[src/rtl/uart_rx_param.sv]
// Oversampling UART receiver with majority-vote bit sampling, optional
// parity, 1/2 stop bits, break hold-off and a valid/ready output register.
module uart_rx_param #(
    parameter int DATA_BITS  = 8,
    parameter int OVERSAMPLE = 16,
    parameter int PARITY_EN  = 0,
    parameter int PARITY_ODD = 0,
    parameter int STOP_BITS  = 1
) (
    input  logic                 clk,
    input  logic                 reset,
    input  logic                 baud_tick,
    input  logic                 uart_rx,
    input  logic                 rx_ready,
    output logic [DATA_BITS-1:0] rx_data,
    output logic                 rx_valid,
    output logic                 parity_err,
    output logic                 frame_err,
    output logic                 overrun,
    output logic                 busy
);

    localparam int CW = $clog2(OVERSAMPLE);
    localparam int BW = $clog2(DATA_BITS);

    localparam logic [CW-1:0] C_LAST = CW'(OVERSAMPLE - 1);
    localparam logic [CW-1:0] C_S0   = CW'(OVERSAMPLE / 2 - 1);
    localparam logic [CW-1:0] C_S1   = CW'(OVERSAMPLE / 2);
    localparam logic [CW-1:0] C_VOTE = CW'(OVERSAMPLE / 2 + 1);
    localparam logic [BW-1:0] B_LAST = BW'(DATA_BITS - 1);
    localparam logic          S_TWO  = (STOP_BITS == 2);
    localparam logic          ODD    = (PARITY_ODD != 0);
    localparam logic          PAR    = (PARITY_EN != 0);

    typedef enum logic [2:0] {
        IDLE,
        START,
        DATA,
        PARITY,
        STOP,
        BREAK
    } state_t;

    state_t               state_q, state_d;
    logic                 sync1_q, sync2_q;
    logic [CW-1:0]        cnt_q, cnt_d;
    logic [BW-1:0]        bit_q, bit_d;
    logic                 stop_q, stop_d;
    logic [1:0]           smp_q, smp_d;
    logic [DATA_BITS-1:0] shift_q, shift_d;
    logic                 mism_q, mism_d;
    logic [DATA_BITS-1:0] data_q, data_d;
    logic                 valid_q, valid_d;
    logic                 pe_q, pe_d;
    logic                 fe_q, fe_d;
    logic                 ov_q, ov_d;

    logic rx_s;
    logic vote;
    logic tick_end;
    logic is_vote;
    logic is_end;
    logic good;

    assign rx_s     = sync2_q;
    assign vote     = (smp_q[0] & smp_q[1]) | (smp_q[0] & rx_s) | (smp_q[1] & rx_s);
    assign tick_end = (cnt_q == C_LAST);
    assign is_vote  = baud_tick && (cnt_q == C_VOTE);
    assign is_end   = baud_tick && tick_end;

    assign rx_data    = data_q;
    assign rx_valid   = valid_q;
    assign parity_err = pe_q;
    assign frame_err  = fe_q;
    assign overrun    = ov_q;
    assign busy       = (state_q != IDLE);

    // Next-state: bit timing, frame decoding, delivery and error pulses.
    always_comb begin
        state_d = state_q;
        cnt_d   = cnt_q;
        bit_d   = bit_q;
        stop_d  = stop_q;
        smp_d   = smp_q;
        shift_d = shift_q;
        mism_d  = mism_q;
        data_d  = data_q;
        valid_d = valid_q;
        pe_d    = 1'b0;
        fe_d    = 1'b0;
        ov_d    = 1'b0;
        good    = 1'b0;

        if (state_q != IDLE && state_q != BREAK && baud_tick) begin
            if (cnt_q == C_S0) smp_d[0] = rx_s;
            if (cnt_q == C_S1) smp_d[1] = rx_s;
            cnt_d = tick_end ? '0 : cnt_q + 1'b1;
        end

        unique case (state_q)
            IDLE: begin
                cnt_d  = '0;
                bit_d  = '0;
                stop_d = 1'b0;
                mism_d = 1'b0;
                if (!rx_s) state_d = START;
            end
            START: begin
                if (is_vote && vote) begin
                    state_d = IDLE;
                    cnt_d   = '0;
                end else if (is_end) begin
                    state_d = DATA;
                    bit_d   = '0;
                end
            end
            DATA: begin
                if (is_vote) shift_d = {vote, shift_q[DATA_BITS-1:1]};
                if (is_end) begin
                    if (bit_q == B_LAST) begin
                        state_d = PAR ? PARITY : STOP;
                        stop_d  = 1'b0;
                    end else begin
                        bit_d = bit_q + 1'b1;
                    end
                end
            end
            PARITY: begin
                if (is_vote) mism_d = (vote != ((^shift_q) ^ ODD));
                if (is_end) state_d = STOP;
            end
            STOP: begin
                if (is_vote) begin
                    if (!vote) begin
                        fe_d    = 1'b1;
                        state_d = BREAK;
                        cnt_d   = '0;
                    end else if (stop_q == S_TWO) begin
                        if (mism_q) pe_d = 1'b1;
                        else        good = 1'b1;
                        state_d = IDLE;
                        cnt_d   = '0;
                    end
                end else if (is_end) begin
                    stop_d = 1'b1;
                end
            end
            BREAK: begin
                if (baud_tick) begin
                    if (!rx_s) begin
                        cnt_d = '0;
                    end else if (tick_end) begin
                        state_d = IDLE;
                        cnt_d   = '0;
                    end else begin
                        cnt_d = cnt_q + 1'b1;
                    end
                end
            end
            default: state_d = IDLE;
        endcase

        if (good) begin
            if (!valid_q || rx_ready) begin
                data_d  = shift_q;
                valid_d = 1'b1;
            end else begin
                ov_d = 1'b1;
            end
        end else if (valid_q && rx_ready) begin
            valid_d = 1'b0;
        end
    end

    // State register with synchronous reset; line synchronizer idles high.
    always_ff @(posedge clk) begin
        if (reset) begin
            state_q <= IDLE;
            sync1_q <= 1'b1;
            sync2_q <= 1'b1;
            cnt_q   <= '0;
            bit_q   <= '0;
            stop_q  <= 1'b0;
            smp_q   <= '0;
            shift_q <= '0;
            mism_q  <= 1'b0;
            data_q  <= '0;
            valid_q <= 1'b0;
            pe_q    <= 1'b0;
            fe_q    <= 1'b0;
            ov_q    <= 1'b0;
        end else begin
            state_q <= state_d;
            sync1_q <= uart_rx;
            sync2_q <= sync1_q;
            cnt_q   <= cnt_d;
            bit_q   <= bit_d;
            stop_q  <= stop_d;
            smp_q   <= smp_d;
            shift_q <= shift_d;
            mism_q  <= mism_d;
            data_q  <= data_d;
            valid_q <= valid_d;
            pe_q    <= pe_d;
            fe_q    <= fe_d;
            ov_q    <= ov_d;
        end
    end

endmodule

[config.mk]
export PLATFORM = sky130hd
export DESIGN_NAME = uart_rx_param
export DESIGN_NICKNAME = d
export VERILOG_FILES = /design/src/rtl/uart_rx_param.sv
export SDC_FILE = /design/constraint.sdc
export NUM_CORES = 1
export LEC_CHECK = 0
export BUFFER_PORTS_ARGS = -buffer_cell sky130_fd_sc_hd__buf_4
export CELL_PAD_IN_SITES_DETAIL_PLACEMENT = 0
export CELL_PAD_IN_SITES_GLOBAL_PLACEMENT = 2
export CORE_ASPECT_RATIO = 1.5
export CORE_UTILIZATION = 36
export CTS_CLUSTER_SIZE = 30
export DETAILED_ROUTE_END_ITERATION = 10
export PLACE_DENSITY = 0.76
export SYNTH_ARGS = -nofsm -noshare
export SYNTH_HDL_FRONTEND = slang
export SYNTH_SLANG_ARGS = --single-unit
[constraint.sdc]
create_clock -name clk -period 2.5 [get_ports clk]
set_clock_uncertainty 0.1 [all_clocks]
set_input_delay 0.125 -clock clk [delete_from_list [all_inputs] [get_ports clk]]
set_output_delay 0.125 -clock clk [all_outputs]
set_load 0.03 [all_outputs]
Yosys cells after proc, flatten, opt, wreduce, memory -nomap -nowiden
Cells that the tools add are included.
- reduce and logical (&&, ||, !) cells: 27
- add/subtract/negate cells: 2
- bitwise gates (word level): 9
- equality and inequality tests: 29
- multiplexer cells: 45
- operators with widths (kind ; count):
    $mux 3 ; 16
    $mux 4 ; 8
    $ne 2x2->1 const B ; 14
    $pmux 3 s6 ; 1
    $mux 1 ; 16
    $pmux 4 s4 ; 1
    $eq 4x4->1 const B ; 3
    $reduce_and 2->1 ; 6
    $reduce_and 10->1 ; 1
    $reduce_and 5->1 ; 2
    $eq 3x3->1 const B ; 3
    $ne 3x3->1 const B ; 3
    $pmux 3 s3 ; 1
    $reduce_bool 3->1 ; 3
    $reduce_xor 8->1 ; 1
    $eq 3x2->1 const B ; 2
    $logic_and 1x1->1 ; 6
    $reduce_or 5->1 ; 1
    $add 4x1->4 const B ; 1
    $eq 4x3->1 const B ; 1
    $not 1->1 ; 4
    $reduce_bool 2->1 ; 2
    $add 3x1->3 const B ; 1
    $and 1x1->1 ; 3
    other kinds (11) ; 12
- input port bits: 5
- flip-flop bits (word level): 36
- output and inout bits: 13

Longest topological paths before layout
Gate-level depths: netlist of run 1.
- depth in word-level cells: 8
- mapped depth: 9
- gate-level depth less buffers: 7

Least setup slack after synthesis of run 1
Ideal clock, no wire load.
- path kind: register -> register
- start: register cnt_q[0]
- end: register state_q[0]
- path buffers: 0
- slack: 0.464 ns
- cell stages (with the launch flop): 7
- period minus slack after synthesis: 2.036 ns
- arrival: 1.813 ns
- setup time: 0.123 ns
- data required time: 2.277 ns
- cell sequence: dfxtp_1 -> ha_1 -> and4_1 -> nor2_1 -> a211oi_1 -> and3_1 -> mux2_1
- longest elaborated chain between the ends: 5
- ends and longest elaborated chain (item ; RTL line ; source):
    start, declared ; 46 ; logic [CW-1:0] cnt_q, cnt_d;
    start signal, assigned ; 196 ; cnt_q <= cnt_d;
    $eq 4x4->1 ; 68 ; assign is_vote = baud_tick && (cnt_q == C_VOTE);
    $logic_and 1x1->1 ; 68 ;
    $logic_and 1x1->1 ; 109 ; if (is_vote && vote) begin
    $ne 3x3->1 (no line) or $mux 3 (tied branches) ; -- ;
    $reduce_and 10->1 (no line) or $pmux 3 s6 (tied branches) ; -- ;
    end signal, assigned ; 193 ; state_q <= state_d;
    end, declared ; 44 ; state_t state_q, state_d;
Parallel ways exist; a longest one is shown, timed or not.
A chain may end at the register's enable or synchronous reset.

Worst setup path in the final report of run 1
- start: register cnt_q[0]
- end: register cnt_q[0]
- longest elaborated chain between the ends: 7
- ends and longest elaborated chain (item ; RTL line ; source):
    $add 4x1->4 or $eq 4x4->1 (tied branches) ; 97, 156, 67 ;
    $mux 4 ; 97, 152 ;
    $mux 4 ; 94 ; if (state_q != IDLE && state_q != BREAK && baud_tick) begin
    $mux 4 ; 138 ; end else if (stop_q == S_TWO) begin
    $mux 4 ; 134 ; if (!vote) begin
    $mux 4 ; 133 ; if (is_vote) begin
    $pmux 4 s4 (*) ; 100 ; unique case (state_q)
Every way passes the cells marked *; elsewhere a longest branch is shown, timed or not.

==> results of run 1 <==
-- critical path: stages (launching register included) --
cell and delay [ns]:
sky130_fd_sc_hd__dfxtp_1 0.42, sky130_fd_sc_hd__ha_1 0.21, sky130_fd_sc_hd__and4b_1 0.41, sky130_fd_sc_hd__a21boi_1 0.17, sky130_fd_sc_hd__a2111o_1 0.49, sky130_fd_sc_hd__a32oi_1 0.19, sky130_fd_sc_hd__nor2_1 0.05
-- area by class of cell --
cell class | count | area [µm²]
multi-input cells | 150 | 1020
well taps | 66 | 82.6
clock buffers | 8 | 90.1
fillers | 496 | 2750
flip-flops and latches | 36 | 721
inverters | 4 | 15.0
repair buffers | 22 | 168
-- cells by family (layout without fill, tap and decap cells) --
logic type      Yosys count  in the layout  synth area share
fa+ha+maj                 6              6            0.0405
simple gates             77             77             0.227
buf+inv                  17             34            0.0439
compound gates           35             35             0.123
xor+xnor                 10             10            0.0480
mux                      22             22             0.123
flops                    36             36             0.395
-- layout by cell type (no fill, tap or decap), drive strengths merged, types with 3 or more instances in the layout --
cell type  instances
dfxtp             36
nor2              31
buf               21
mux2i             19
a21oi             14
nand2              9
clkbuf             8
xnor2              7
or2                5
nor3               5
ha                 5
nand3              5
inv                4
nand2b             4
o21ai              4
o21a               3
xor2               3
nand4b             3
mux2               3
-- synthesized netlist by cell type, drive strengths merged, types with 4 or more instances --
master and instances:
nand2b 4, inv 4, nor3 5, mux2i 19, buf 7, or2 5
a21oi 14, clkbuf 6, nand2 9, o21ai 4, nand3 5, xnor2 7
dfxtp 36, ha 5, nor2 31
-- registers in the layout, summed over array words and instances (netlist names) --
name        flops
sync1_q         1
bit_q           3
rx_valid        1
shift_q         8
rx_data         8
overrun         1
frame_err       1
mism_q          1
state_q         3
parity_err      1
cnt_q           4
stop_q          1
smp_q           2
rx_s            1
-- stage by stage --
stage | hold slack (ns) | utilization
floorplan | 0.129 | -
global placement | 0.224 | 0.412
detailed placement | 0.215 | 0.412
CTS | 0.0362 | 0.433
global route | 0.0585 | 0.433
finish | 0.0442 | 0.433
-- layer usage --
metal  wire length, µm  up-vias  track usage
li1                  -      743            -
met2              2100       19        0.283
met3                91        8       0.0333
met1              1620      685        0.191
met5                 0        -            0
met4                78        0       0.0761
-- worst max path at each step --
stage            endpoint  cells after the start      from
5_1_grt        rx_data[1]                      8  cnt_q[1]
6_report         cnt_q[0]                      6  cnt_q[0]
2_1_floorplan  state_q[0]                      6  cnt_q[0]
4_1_cts        rx_data[1]                      8  cnt_q[1]
3_3_place_gp     cnt_q[1]                      7  cnt_q[1]
3_5_place_dp     cnt_q[1]                      7  cnt_q[1]
-- power by group --
part           switching (µW)  leakage [µW]  internal (µW)
logic                     259      0.000531            203
clock network             193     0.0000455            225
registers                62.1      0.000291            600
total                     515      0.000867           1030
==> summary.md, run 1 <==
| Metric | Value |
|---|---|
| Antenna diode instance count | `0` |
| Total nets after synthesis | `213` |
| Final instance area | `2100 µm²` |
| Ys flop type | `sky130_fd_sc_hd__dfxtp_1` |
| Overall global routing resource usage | `0.164` |
| Minimum clock period | `2.16 ns` |
| Capture instance of the worst register-to-register path | `cnt_q[0]` |
| Vias post-DR | `1455` |
| Post-synthesis instance total | `203` |
| Setup slack at placement | `0.369 ns` |
| GRT overflow | `0` |
| Fraction of final layout cells with drive strength greater than 1 | `0.177` |
| Routed WL | `3.88 mm` |
| Count of flip-flops with a built-in enable after synthesis | `0` |
| Maximum buffer depth of the clock tree | `2` |
| Post-route clock period utilization | `0.866` |
| Worst-path clk slew | `0.07 ns` |
| Number of buffers added for setup after CTS | `0` |
| Die extent in y | `89.2 µm` |
| Post-detailed-route DRC marker count | `0` |
| Core region area | `4850 µm²` |
| Cell count after placement | `277` |
| Floorplan die area | `5360 µm²` |
| WS Path Type | `reg2reg` |
| CP required | `2.56 ns` |
| Antenna violation net count after detailed routing | `0` |
| Cell area reported after detailed placement | `2000 µm²` |
| Hold path endpoint | `overrun` |
| Clock tree from TritonCTS | `built` |
| Initial antenna violation count | `0` |
| CP Max Fanout | `7` |
| Setup Viol. Count Final | `0` |
| Number of clock sinks seen by CTS | `36` |
| Unrepaired setup endpoints after global routing | `no` |
| Mean area per synthesized cell | `8.99 µm²` |
| Accumulated negative setup slack | `0 ns` |
| Number of max-cap violations | `0` |
| R2R cell count | `6` |
| Cts-stage hold buffer count | `1` |
| Total design power | `1540 µW` |
| Pwr Density | `734 nW/µm²` |
| Total of flip-flops plus latches after synthesis | `36` |
| Dominant cell type by area after synthesis | `sky130_fd_sc_hd__dfxtp_1` |
| Non-filler instance count after layout | `286` |
| Timing-limited maximum frequency | `462 MHz` |
| Async set or reset register ratio after synthesis | `0` |
| Die boundary width | `60.1 µm` |
| Outcome | `completed` |
| Initial standard-cell utilization of the core | `0.376` |
| Arrival time of data at the critical path endpoint | `2.22 ns` |
| Final hold violation count | `0` |
| Number of buffers added by the clock tree synthesis step | `5` |
| Vias in the first global route | `1390` |
| Slew at the pin closest to its max-slew limit | `0.552 ns` |
| Wirelength per Cell | `13.6 µm` |
| Largest net degree at the start of global routing | `38` |
| Main area contributors after synthesis | `sky130_fd_sc_hd__dfxtp_1, sky130_fd_sc_hd__mux2i_1, sky130_fd_sc_hd__nor2_1` |
| Hold path startpoint | `rx_ready` |
| Global placer's final weighted congestion | `0.809` |
| Number of slew-limit violations in the final report | `0` |
| Vias per inst | `5.09` |
| Register-to-Register Setup Slack | `0.34 ns` |
| Count of TritonRoute iterations in the first routing pass | `4` |
| Max VDD drop | `331 µV` |
| Distinct cell type count after synthesis | `46` |
| Count of cells along the worst hold path | `3` |
| Cell area after synthesis | `1820 µm²` |
| Estimated wirelength of the detail-placed design | `2.81 mm` |
| Critical Path Start Type | `register` |
| Startpoint of the worst register-to-register path | `cnt_q[0]` |
| Top-area cell type share of the netlist area | `0.395` |
| Wire length of the first global-routing pass | `6.56 mm` |
| Sequential-to-total area share from yosys stat | `0.395` |
| Hold Path Class | `in2reg` |
| Skew-Pair Late Insertion Delay | `0.28 ns` |
| Warnings from Yosys | `0` |
| Lkg Pwr | `0.000867 µW` |
| Final Worst Setup Slack | `0.336 ns` |
| Final Net Count | `229` |
| Syn-to-layout area delta | `15.1%` |
| H-tree levels | `2` |
| Endpoint class of the critical path | `register` |
| Count of standard-cell rows | `31` |
| Headroom to the max-slew limit | `0.632` |
| Count of pins on the block boundary | `18` |
| Number of instances resized during post-cts repair | `0` |
| Number of input and output port buffers inserted | `17` |
| Master cell of the clock root buffer | `sky130_fd_sc_hd__clkbuf_8` |
| Starting DRT DRC Count | `63` |
(Power assumes the default switching activity.)
==> inputs of run 2 (changes only) <==
--- a/config.mk
+++ b/config.mk
@@ -12,7 +12,7 @@
 export CORE_UTILIZATION = 36
 export CTS_CLUSTER_SIZE = 30
 export DETAILED_ROUTE_END_ITERATION = 10
-export PLACE_DENSITY = 0.76
+export PLACE_DENSITY_LB_ADDON = 0.25
 export SYNTH_ARGS = -nofsm -noshare
 export SYNTH_HDL_FRONTEND = slang
 export SYNTH_SLANG_ARGS = --single-unit
==> summary.md, run 2 (synthesis results as in run 1) <==
| Metric | Value |
|---|---|
| Minimum clock period | `2.17 ns (+0.00655 ns)` |
| Vias post-DR | `1447 (-0.55%)` |
| Antenna diode instance count | `0 (unchanged)` |
| Clock tree from TritonCTS | `built` |
| Starting DRT DRC Count | `52 (-17%)` |
| Number of clock sinks seen by CTS | `36 (unchanged)` |
| Outcome | `completed` |
| Commonest cells after routing, fill and taps aside | `sky130_fd_sc_hd__dfxtp_1, sky130_fd_sc_hd__nor2_1, sky130_fd_sc_hd__buf_4` |
| Slew at the pin closest to its max-slew limit | `0.528 ns (-0.0239 ns)` |
| Floorplan die area | `5360 µm² (unchanged)` |
| WS Path Type | `reg2reg` |
| Syn-to-layout area delta | `14.6%` |
| Count of standard-cell rows | `31 (unchanged)` |
| Number of slew-limit violations in the final report | `0 (unchanged)` |
| Master cell of the clock root buffer | `sky130_fd_sc_hd__clkbuf_8` |
| Number of input and output port buffers inserted | `17 (unchanged)` |
| Final hold violation count | `0 (unchanged)` |
| CP required | `2.58 ns (+0.02 ns)` |
| Hold Path Class | `in2reg` |
| Core region area | `4850 µm² (unchanged)` |
| Wire length of the first global-routing pass | `6.54 mm (-0.30%)` |
| Final Net Count | `228 (-0.44%)` |
| Arrival time of data at the critical path endpoint | `2.25 ns (+0.03 ns)` |
| Setup Viol. Count Final | `0 (unchanged)` |
| Post-detailed-route DRC marker count | `0 (unchanged)` |
| Initial antenna violation count | `0 (unchanged)` |
| Overall global routing resource usage | `0.163 (-0.00147)` |
| Total area of sequential cells | `721 µm² (unchanged)` |
| Endpoint class of the critical path | `register` |
| Skew-Pair Late Insertion Delay | `0.29 ns (about the same)` |
| Number of buffers added for setup after CTS | `0 (unchanged)` |
| Fraction of final layout cells with drive strength greater than 1 | `0.178 (+0.000809)` |
| Vias per inst | `5.08 (-0.20%)` |
| Initial standard-cell utilization of the core | `0.376 (unchanged)` |
| Die boundary width | `60.1 µm (unchanged)` |
| GRT overflow | `0 (unchanged)` |
| Routed WL | `3.78 mm (-2.8%)` |
| Timing-limited maximum frequency | `461 MHz (-0.30%)` |
| Critical Path Start Type | `register` |
| Post-route clock period utilization | `0.868 (+0.00262)` |
| Global placer's final weighted congestion | `0.793 (-2.0%)` |
| Setup slack at placement | `0.340 ns (-0.0292 ns)` |
| Unrepaired setup endpoints after global routing | `no` |
| Max VDD drop | `453 µV (+37%)` |
| Accumulated negative setup slack | `0 ns (unchanged)` |
| Maximum buffer depth of the clock tree | `2 (unchanged)` |
| Antenna violation net count after detailed routing | `0 (unchanged)` |
| Pwr Density | `717 nW/µm² (-2.3%)` |
| Wirelength per Cell | `13.3 µm (-2.4%)` |
| Die extent in y | `89.2 µm (unchanged)` |
| Estimated wirelength of the detail-placed design | `2.79 mm (-0.54%)` |
| Vias in the first global route | `1433 (+3.1%)` |
| Post-Route Utilization | `0.431 (-0.00181)` |
| Number of filler cells placed in the layout | `499 (+0.60%)` |
| Multi-input combinational cell area | `1020 µm² (unchanged)` |
| Count of TritonRoute iterations in the first routing pass | `4 (unchanged)` |
| Headroom to the max-slew limit | `0.646 (+0.0141)` |
| H-tree levels | `2 (unchanged)` |
| CP Max Fanout | `6 (-1)` |
| Lkg Pwr | `0.000858 µW (-1.0%)` |
| Largest net degree at the start of global routing | `38 (unchanged)` |
| Total design power | `1500 µW (-2.8%)` |
| Commonest non-fill, non-tap cell in the layout | `sky130_fd_sc_hd__dfxtp_1` |
| Final Worst Setup Slack | `0.330 ns (-0.00655 ns)` |
| Number of max-cap violations | `0 (unchanged)` |
| Number of buffers added by the clock tree synthesis step | `5 (unchanged)` |
| Worst-path clk slew | `0.07 ns (about the same)` |
| Count of pins on the block boundary | `18 (unchanged)` |
-- run 2: final timing paths --
path	start	end	slack, ns	cells past startpoint
worst min register to register	sync1_q	rx_s	0.32	1
worst max register to register	cnt_q[0]	state_q[0]	0.33	6
worst min-delay path	rx_ready	overrun	0.03	3
worst max-delay path	cnt_q[0]	state_q[0]	0.33	6
-- run 2: timing repair --
action                    CTS  global route
gates resized for setup     0             0
hold endpoints to repair    1             0
hold buffers                1             0
-- run 2: where the power goes --
group | switching (µW) | leakage [µW] | internal, µW
registers | 67.8 | 0.000291 | 600
clock network | 212 | 0.0000414 | 198
logic | 243 | 0.000526 | 179
-- run 2: worst max-delay path, cell delays in order, from the launching register on --
cell and delay (ns):
sky130_fd_sc_hd__dfxtp_1 0.42, sky130_fd_sc_hd__ha_1 0.21, sky130_fd_sc_hd__and4_1 0.29, sky130_fd_sc_hd__nor2_1 0.07, sky130_fd_sc_hd__a211oi_1 0.38, sky130_fd_sc_hd__and3_1 0.26, sky130_fd_sc_hd__mux2_1 0.32
-- run 2: per-stage QoR --
stage          cell area, µm²  hold WS (ns)  cells
6_report                 2090        0.0300    285
5_1_grt                  2090        0.0563    285
4_1_cts                  2090        0.0273    285
3_5_place_dp             1990         0.225    276
3_3_place_gp             1990         0.224    276
2_1_floorplan            1820         0.129    203
-- run 2: layout make-up --
cell class,count,share of cell area
Clock buffer,6,0.0347
Timing Repair Buffer,21,0.0766
Inverter,4,0.00718
Tap cell,66,0.0395
Sequential cell,36,0.345
Clock inverter,2,0.00778
Multi-Input combinational cell,150,0.490
-- run 2: routing by layer --
layer	global-route usage	vias to the layer above	routed length, µm
li1	-	745	-
met1	0.186	676	1600
met2	0.283	20	2020
met3	0.0333	6	89
met4	0.0761	0	67
met5	0	-	0
